`config.mk`:
```
export PLATFORM = sky130hd
export DESIGN_NAME = hardware_divider
export DESIGN_NICKNAME = d
export VERILOG_FILES = /design/src/rtl/hardware_divider.sv
export SDC_FILE = /design/constraint.sdc
export NUM_CORES = 1
export LEC_CHECK = 0
export CAP_MARGIN = 20
export CELL_PAD_IN_SITES_DETAIL_PLACEMENT = 0
export CELL_PAD_IN_SITES_GLOBAL_PLACEMENT = 1
export CORE_UTILIZATION = 45
export DETAILED_ROUTE_END_ITERATION = 8
export GPL_ROUTABILITY_DRIVEN = 0
export GPL_TIMING_DRIVEN = 0
export HOLD_SLACK_MARGIN = 0.12
export PLACE_DENSITY_LB_ADDON = 0.1
export SLEW_MARGIN = 15
export SYNTH_ARGS = -nofsm -noshare
export SYNTH_HDL_FRONTEND = slang
export SYNTH_SLANG_ARGS = --single-unit
```
`constraint.sdc`:
```
create_clock -name clk -period 3.4 [get_ports clk]
set_input_delay 0.85 -clock clk [delete_from_list [all_inputs] [get_ports clk]]
set_output_delay 0.85 -clock clk [all_outputs]
set_load 0.1 [all_outputs]
```
`src/rtl/hardware_divider.sv`:
```
// rtl/hardware_divider.sv - multi-cycle restoring unsigned divider
// One quotient bit per clock, MSB first; a zero divisor is flagged after a single cycle.
module hardware_divider #(
   parameter int DIVIDEND_W = 8,
   parameter int DIVISOR_W  = 4
) (
   input  logic                  clk,
   input  logic                  rst_n,
   input  logic                  start,
   input  logic [DIVIDEND_W-1:0] dividend,
   input  logic [DIVISOR_W-1:0]  divisor,
   output logic [DIVIDEND_W-1:0] quotient,
   output logic [DIVISOR_W-1:0]  remainder,
   output logic                  busy,
   output logic                  done,
   output logic                  div_by_zero
);

   localparam int CNT_W = $clog2(DIVIDEND_W + 1);
   localparam logic [CNT_W-1:0] LAST_STEP = CNT_W'(DIVIDEND_W - 1);

   typedef enum logic [1:0] {
      S_IDLE = 2'd0,
      S_RUN  = 2'd1,
      S_ZERO = 2'd2
   } state_t;

   state_t                  state_q, state_d;
   logic [DIVIDEND_W-1:0]   work_q, work_d;
   logic [DIVISOR_W-1:0]    prem_q, prem_d;
   logic [DIVISOR_W-1:0]    dsr_q, dsr_d;
   logic [CNT_W-1:0]        cnt_q, cnt_d;
   logic [DIVIDEND_W-1:0]   quo_q, quo_d;
   logic [DIVISOR_W-1:0]    rem_q, rem_d;
   logic                    dbz_q, dbz_d;
   logic                    done_q, done_d;

   logic [DIVISOR_W:0]      shifted;
   logic                    ge;
   logic [DIVISOR_W-1:0]    step_prem;
   logic [DIVIDEND_W-1:0]   step_work;

   // work_q holds the dividend bits still to consume in its top and the
   // quotient bits already produced in its bottom; after the last step it is
   // the whole quotient. The kept remainder is always below the divisor, so
   // the subtraction only needs DIVISOR_W bits.
   always_comb begin
      shifted   = {prem_q, work_q[DIVIDEND_W-1]};
      ge        = (shifted >= {1'b0, dsr_q});
      step_prem = ge ? (shifted[DIVISOR_W-1:0] - dsr_q) : shifted[DIVISOR_W-1:0];
      step_work = {work_q[DIVIDEND_W-2:0], ge};
   end

   always_comb begin
      state_d = state_q;
      work_d  = work_q;
      prem_d  = prem_q;
      dsr_d   = dsr_q;
      cnt_d   = cnt_q;
      quo_d   = quo_q;
      rem_d   = rem_q;
      dbz_d   = dbz_q;
      done_d  = 1'b0;
      case (state_q)
         S_IDLE: begin
            if (start) begin
               if (divisor == '0) begin
                  state_d = S_ZERO;
               end else begin
                  state_d = S_RUN;
                  work_d  = dividend;
                  dsr_d   = divisor;
                  prem_d  = '0;
                  cnt_d   = '0;
               end
            end
         end
         S_RUN: begin
            work_d = step_work;
            prem_d = step_prem;
            cnt_d  = cnt_q + CNT_W'(1);
            if (cnt_q == LAST_STEP) begin
               state_d = S_IDLE;
               quo_d   = step_work;
               rem_d   = step_prem;
               dbz_d   = 1'b0;
               done_d  = 1'b1;
            end
         end
         S_ZERO: begin
            state_d = S_IDLE;
            quo_d   = '1;
            rem_d   = '0;
            dbz_d   = 1'b1;
            done_d  = 1'b1;
         end
         default: begin
            state_d = S_IDLE;
         end
      endcase
   end

   always_ff @(posedge clk or negedge rst_n) begin
      if (!rst_n) begin
         state_q <= S_IDLE;
         work_q  <= '0;
         prem_q  <= '0;
         dsr_q   <= '0;
         cnt_q   <= '0;
         quo_q   <= '0;
         rem_q   <= '0;
         dbz_q   <= 1'b0;
         done_q  <= 1'b0;
      end else begin
         state_q <= state_d;
         work_q  <= work_d;
         prem_q  <= prem_d;
         dsr_q   <= dsr_d;
         cnt_q   <= cnt_d;
         quo_q   <= quo_d;
         rem_q   <= rem_d;
         dbz_q   <= dbz_d;
         done_q  <= done_d;
      end
   end

   assign quotient    = quo_q;
   assign remainder   = rem_q;
   assign div_by_zero = dbz_q;
   assign done        = done_q;
   assign busy        = (state_q != S_IDLE);

endmodule

```
==> metrics, run 1 <==
status complete, no violations; Ports 30; FMAX 308.3 MHz; post-CTS setup buffers 0; Routed Antenna Nets 0; Rows 23; gr usage total 22.25%; P per Cell Area 1138 nW/um^2; CP Launch Type flip-flop; layout cell share with drive strength beyond 1 16.13%; Peak supply drop 0.7721 mV; CTS max path bufs 2; CP max stage cell clkdlybuf4s50_1; initial antenna violation count 0; Max Cap Viol 0; Syn-to-layout area delta 24.93%; Post-synth top flop dfrtp_1; Final Hold Viols 0; synthesized netlist cell count 179; RSZ-0062 raised after global routing false; EDFF count, synth 0; worst skew pair latency 0.29 ns; pre-CTS setup slack 0.4748 ns; WP data arrival 2.39 ns; Worst Setup End Kind output port; Iteration-0 DRC Markers 107; critical path endpoint busy; fin nets 240; TritonCTS buffer count 5; Die Area 4536 sq um; buffers plus inverters on the worst setup path 3; H-tree depth 2; CP Launch Point state_q[0]$_DFFE_PN0P_; syn avg cell area 10.74 sq um; cell taking the most area after synthesis dfrtp_1; Synth top area share 46.88%; Die Height 67.35 um; min cycle time layout 3.243 ns; period utilization 95.40%; DR pass1 iterations 5; most frequent cells in the layout dfrtp_1, clkdlybuf4s50_1, o22ai_1; final design utilization 59.17%; total wire length 4409 um; post-synthesis async set-or-reset flop share 100.0%; first-pass GRT wire length 7300 um; Vias 1553; Syn Std Cell Area 1922 sq um; total negative slack 0 ns; Root Driver clkbuf_8; Final setup viols 0; top post-synthesis cells by area dfrtp_1, mux2_2, ha_1; most common cell after layout, fill and taps aside dfrtp_1; Ys Warns 0; hpwl dp 3286 um; CTS tree built; CTS hold repair buffers 0; r2r worst-path depth 6; n_diodes 0; critical path's top delay family buffers and inverters; Clock Sinks 36; WP depth 4; Synth Register Bits 36; Cell variety after synth 38; Worst Skew 0.004972 ns; Initial Utilization 47.36%; setup slack, reg-to-reg 1.38 ns; number of global-route vias before repair 1584; post-CTS sizing 0; Overflow after GRT 0; reg2reg end work_q[6]$_DFFE_PN0P_; part of the Yosys area used for sequential elements 46.88%; Via density 5.816; worst-path maximum fanout 4; final-report max-slew violation count 0; clk slew on worst S/H paths 0.07 ns; Die Width 67.35 um; CP Class flip-flop to output port; worst r2r src state_q[0]$_DFFE_PN0P_; crit path cell chain inv_1, ha_1, inv_1, clkdlybuf4s50_1; CP peak stage delay 1.16 ns; slew at the pin closest to its max-slew limit 0.9749 ns; reported leakage power 0.9848 nW; WP data required 2.55 ns; Port Buffers 29; DR WL/cell 16.51 um; syn_nets 203; core region area 4058 sq um; Crit path top cell by count inv_1; final setup margin 0.1565 ns; DRC viols 0; slew margin rel. 34.80%; HP Class input pin to asynchronous set/reset pin; largest net degree at the start of global routing 36
-- layer usage --
layer	vias up	global-route usage (%)	part of all wire (%)
li1	748	-	-
met1	754	25.80	45
met2	44	39.13	49
met3	7	5.912	5.3
met4	0	7.979	1.2
met5	-	0	0
-- power breakdown --
| group | switching [mW] | internal [mW] | leakage (nW) |
|---|---|---|---|
| combinational | 1.06 | 0.559 | 0.492 |
| sequential | 0.138 | 0.602 | 0.439 |
| clock | 0.160 | 0.217 | 0.0541 |
-- synthesized netlist by cell type, types with 3 or more instances --
cell type and count:
mux2_2 13, nand3_1 3, o22ai_1 16, mux2i_1 4
o21ai_2 3, nand2_1 14, o21ai_0 9, dfrtp_1 36
a21oi_1 14, ha_1 8, a22o_1 4, nor2_1 7
nor3_1 5, inv_1 9, o22a_1 6
-- flip-flops by register name (all words and copies together) (netlist names) --
| name | cells |
|---|---|
| cnt_q | 4 |
| div_by_zero | 1 |
| done | 1 |
| dsr_q | 4 |
| prem_q | 4 |
| quotient | 8 |
| remainder | 4 |
| state_q | 2 |
| work_q | 8 |
-- logic make-up after synthesis --
logic type               count (synthesis)  synth area share, %
AO/OA/AOI/OAI                           63                22.92
XOR/XNOR                                 1               0.4558
adder cells (fa/ha/maj)                  9                6.250
buffers and inverters                   15                3.776
flip-flops                              36                46.87
multiplexers                            18                10.87
AND/OR/NAND/NOR                         37                8.855
-- area by class of cell --
type | instances | area [sq um]
inverters | 9 | 33.78
repair buffers | 30 | 305.3
fillers | 332 | 1657
well taps | 50 | 62.56
flip-flops and latches | 36 | 900.9
clock buffers | 5 | 68.82
clock inverters | 3 | 42.54
plain buffers | 6 | 38.79
multi-input cells | 128 | 948.4
-- metrics by stage --
| stage | cells | power (mW) | hold slack, ns | cell area (sq um) |
|---|---|---|---|---|
| 6_report | 267 | 2.731 | 0.3486 | 2401 |
| 5_1_grt | 267 | 2.904 | 0.3366 | 2401 |
| 4_1_cts | 267 | 2.741 | 0.3434 | 2401 |
| 3_5_place_dp | 259 | 2.359 | 0.4701 | 2290 |
| 3_3_place_gp | 258 | 2.311 | 0.4641 | 2275 |
| 2_1_floorplan | 179 | 1.975 | 0.4771 | 1922 |
-- how the worst min path moves through the flow --
stage | end | slack (ns)
detailed placement | remainder[0]$_DFFE_PN0P_ | 0.47
global route | prem_q[0]$_DFFE_PN0P_ | 0.34
CTS | prem_q[0]$_DFFE_PN0P_ | 0.34
floorplan | prem_q[1]$_DFFE_PN0P_ | 0.48
global placement | remainder[0]$_DFFE_PN0P_ | 0.46
finish | prem_q[0]$_DFFE_PN0P_ | 0.35
Power figures use the tool's default switching activity.
==> run 2: changes to the inputs <==
CORE_MARGIN = 5   (was default)
==> metrics, run 2 (synthesized netlist as in run 1, its figures left out) <==
status complete, no violations; hpwl dp 3367 um (+2.4%); Pint 1.343 mW (-2.6%); post-CTS sizing 0 (unchanged); Rows 23 (unchanged); worst-path maximum fanout 4 (unchanged); DR pass1 iterations 4 (-1); CTS hold repair buffers 0 (unchanged); CP peak stage delay 1.16 ns (about the same); total wire length 4533 um (+2.8%); CP Launch Type flip-flop; initial antenna violation count 0 (unchanged); final-report max-slew violation count 0 (unchanged); clk slew on worst S/H paths 0.07 ns (about the same); Root Driver clkbuf_8; Initial Utilization 47.36% (unchanged); Port Buffers 29 (unchanged); crit path cell chain inv_1, ha_1, inv_1, clkdlybuf4s50_1; P per Cell Area 1122 nW/um^2 (-1.3%); Die Width 75.35 um (+12%); min cycle time layout 3.226 ns (-0.01710 ns); Comb pwr share 60.4% (+1.3 points); Vias 1547 (-0.39%); Routed Antenna Nets 0 (unchanged); Syn-to-layout area delta 24.15%; Final setup viols 0 (unchanged); sw frac 49.86% (+0.32 points); Max Cap Viol 0 (unchanged); total negative slack 0 ns (unchanged); Die Height 75.35 um (+12%); Flop pwr share 27.5% (+0.4 points); clock share of power 12.1% (-1.7 points); TritonCTS buffer count 5 (unchanged); gr usage total 17.53% (-4.7 points); WP data arrival 2.38 ns (about the same); fin nets 240 (unchanged); Iteration-0 DRC Markers 86 (-20%); Die Area 5678 sq um (+25%); Ports 30 (unchanged); pre-CTS setup slack 0.4778 ns (+0.003011 ns); CP max stage cell clkdlybuf4s50_1; Worst Setup End Kind output port; worst skew pair latency 0.28 ns (about the same); most common cell after layout, fill and taps aside dfrtp_1; Peak supply drop 0.7049 mV (-8.7%); RSZ-0062 raised after global routing false; largest net degree at the start of global routing 36 (unchanged); core region area 4058 sq um (unchanged); Final Hold Viols 0 (unchanged); n_diodes 0 (unchanged); CTS tree built; Switching Power 1.335 mW (-1.3%); slew margin rel. 34.32% (-0.48 points); slew at the pin closest to its max-slew limit 0.9821 ns (+0.007231 ns); reported leakage power 0.9810 nW (-0.39%); number of global-route vias before repair 1588 (+0.25%); CTS max path bufs 2 (unchanged); HP Class input pin to asynchronous set/reset pin; WP data required 2.55 ns (about the same); layout cell share with drive strength beyond 1 15.74% (-0.39 points); Clock Sinks 36 (unchanged); Via density 5.816 (about the same); total power 2.678 mW (-2.0%); CP Class flip-flop to output port; Crit path top cell by count inv_1; post-CTS setup buffers 0 (unchanged); final setup margin 0.1736 ns (+0.01710 ns); period utilization 94.89% (-0.50 points); DRC viols 0 (unchanged); most frequent cells in the layout dfrtp_1, clkdlybuf4s50_1, o22ai_1; filler cell count 347 (+4.5%); FMAX 309.9 MHz (+0.53%); H-tree depth 2 (unchanged); Worst Skew 0.007581 ns (+0.002608 ns); first-pass GRT wire length 7486 um (+2.5%); Overflow after GRT 0 (unchanged); DR WL/cell 17.04 um (+3.2%)
[run 2: layer usage]
layer / up-vias / GRT usage (%) / part of all wire [%]
li1: 742 / - / -
met1: 757 / 22.17 / 43
met2: 43 / 29.63 / 50
met3: 5 / 5.013 / 5.8
met4: 0 / 4.466 / 0.99
met5: - / 0 / 0
[run 2: power groups by stage]
stage	Sequential (mW)	Clock (mW)	Combinational [mW]
floorplan	1.14	0	0.834
global placement	0.734	0	1.58
detailed placement	0.744	0	1.61
CTS	0.737	0.333	1.63
global route	0.760	0.351	1.74
finish	0.737	0.325	1.62
[run 2: through the flow]
step	hold slack, ns	instance area (sq um)	util (%)	instances
detailed placement	0.4763	2290	56.43	259
finish	0.3569	2386	58.80	266
floorplan	0.4771	1922	-	179
global route	0.3438	2386	58.80	266
global placement	0.4638	2275	56.06	258
CTS	0.3491	2386	58.80	266
[run 2: worst max-delay path, delay by kind of cell (launching register included)]
kind	cells	cell delay (ns)
buf+inv	3	1.42
fa+ha+maj	1	0.28
flops	1	0.38
[run 2: final timing paths]
kind                                          from                  endpoint  slack, ns  cells after the start
max reg2reg                  work_q[7]$_DFFE_PN0P_     work_q[0]$_DFFE_PN0P_       1.40                      7
min in group clk           quotient[1]$_DFFE_PN0P_   quotient[1]$_DFFE_PN0P_       0.49                      1
max                         state_q[0]$_DFFE_PN0P_                      busy       0.17                      4
min                                          rst_n     prem_q[0]$_DFFE_PN0P_       0.36                      1
min reg2reg                quotient[1]$_DFFE_PN0P_   quotient[1]$_DFFE_PN0P_       0.49                      1
max in group asynchronous                    rst_n  remainder[2]$_DFFE_PN0P_       2.67                      2
[run 2: cell type report]
| cell class | instances | area [sq um] | share of cell area (%) |
|---|---|---|---|
| Sequential cell | 36 | 900.9 | 37.76 |
| Inverter | 9 | 33.78 | 1.416 |
| Multi-Input combinational cell | 128 | 948.4 | 39.75 |
| Tap cell | 50 | 62.56 | 2.622 |
| Timing Repair Buffer | 30 | 305.3 | 12.79 |
| Buffer | 6 | 38.79 | 1.626 |
| Clock buffer | 7 | 96.34 | 4.038 |
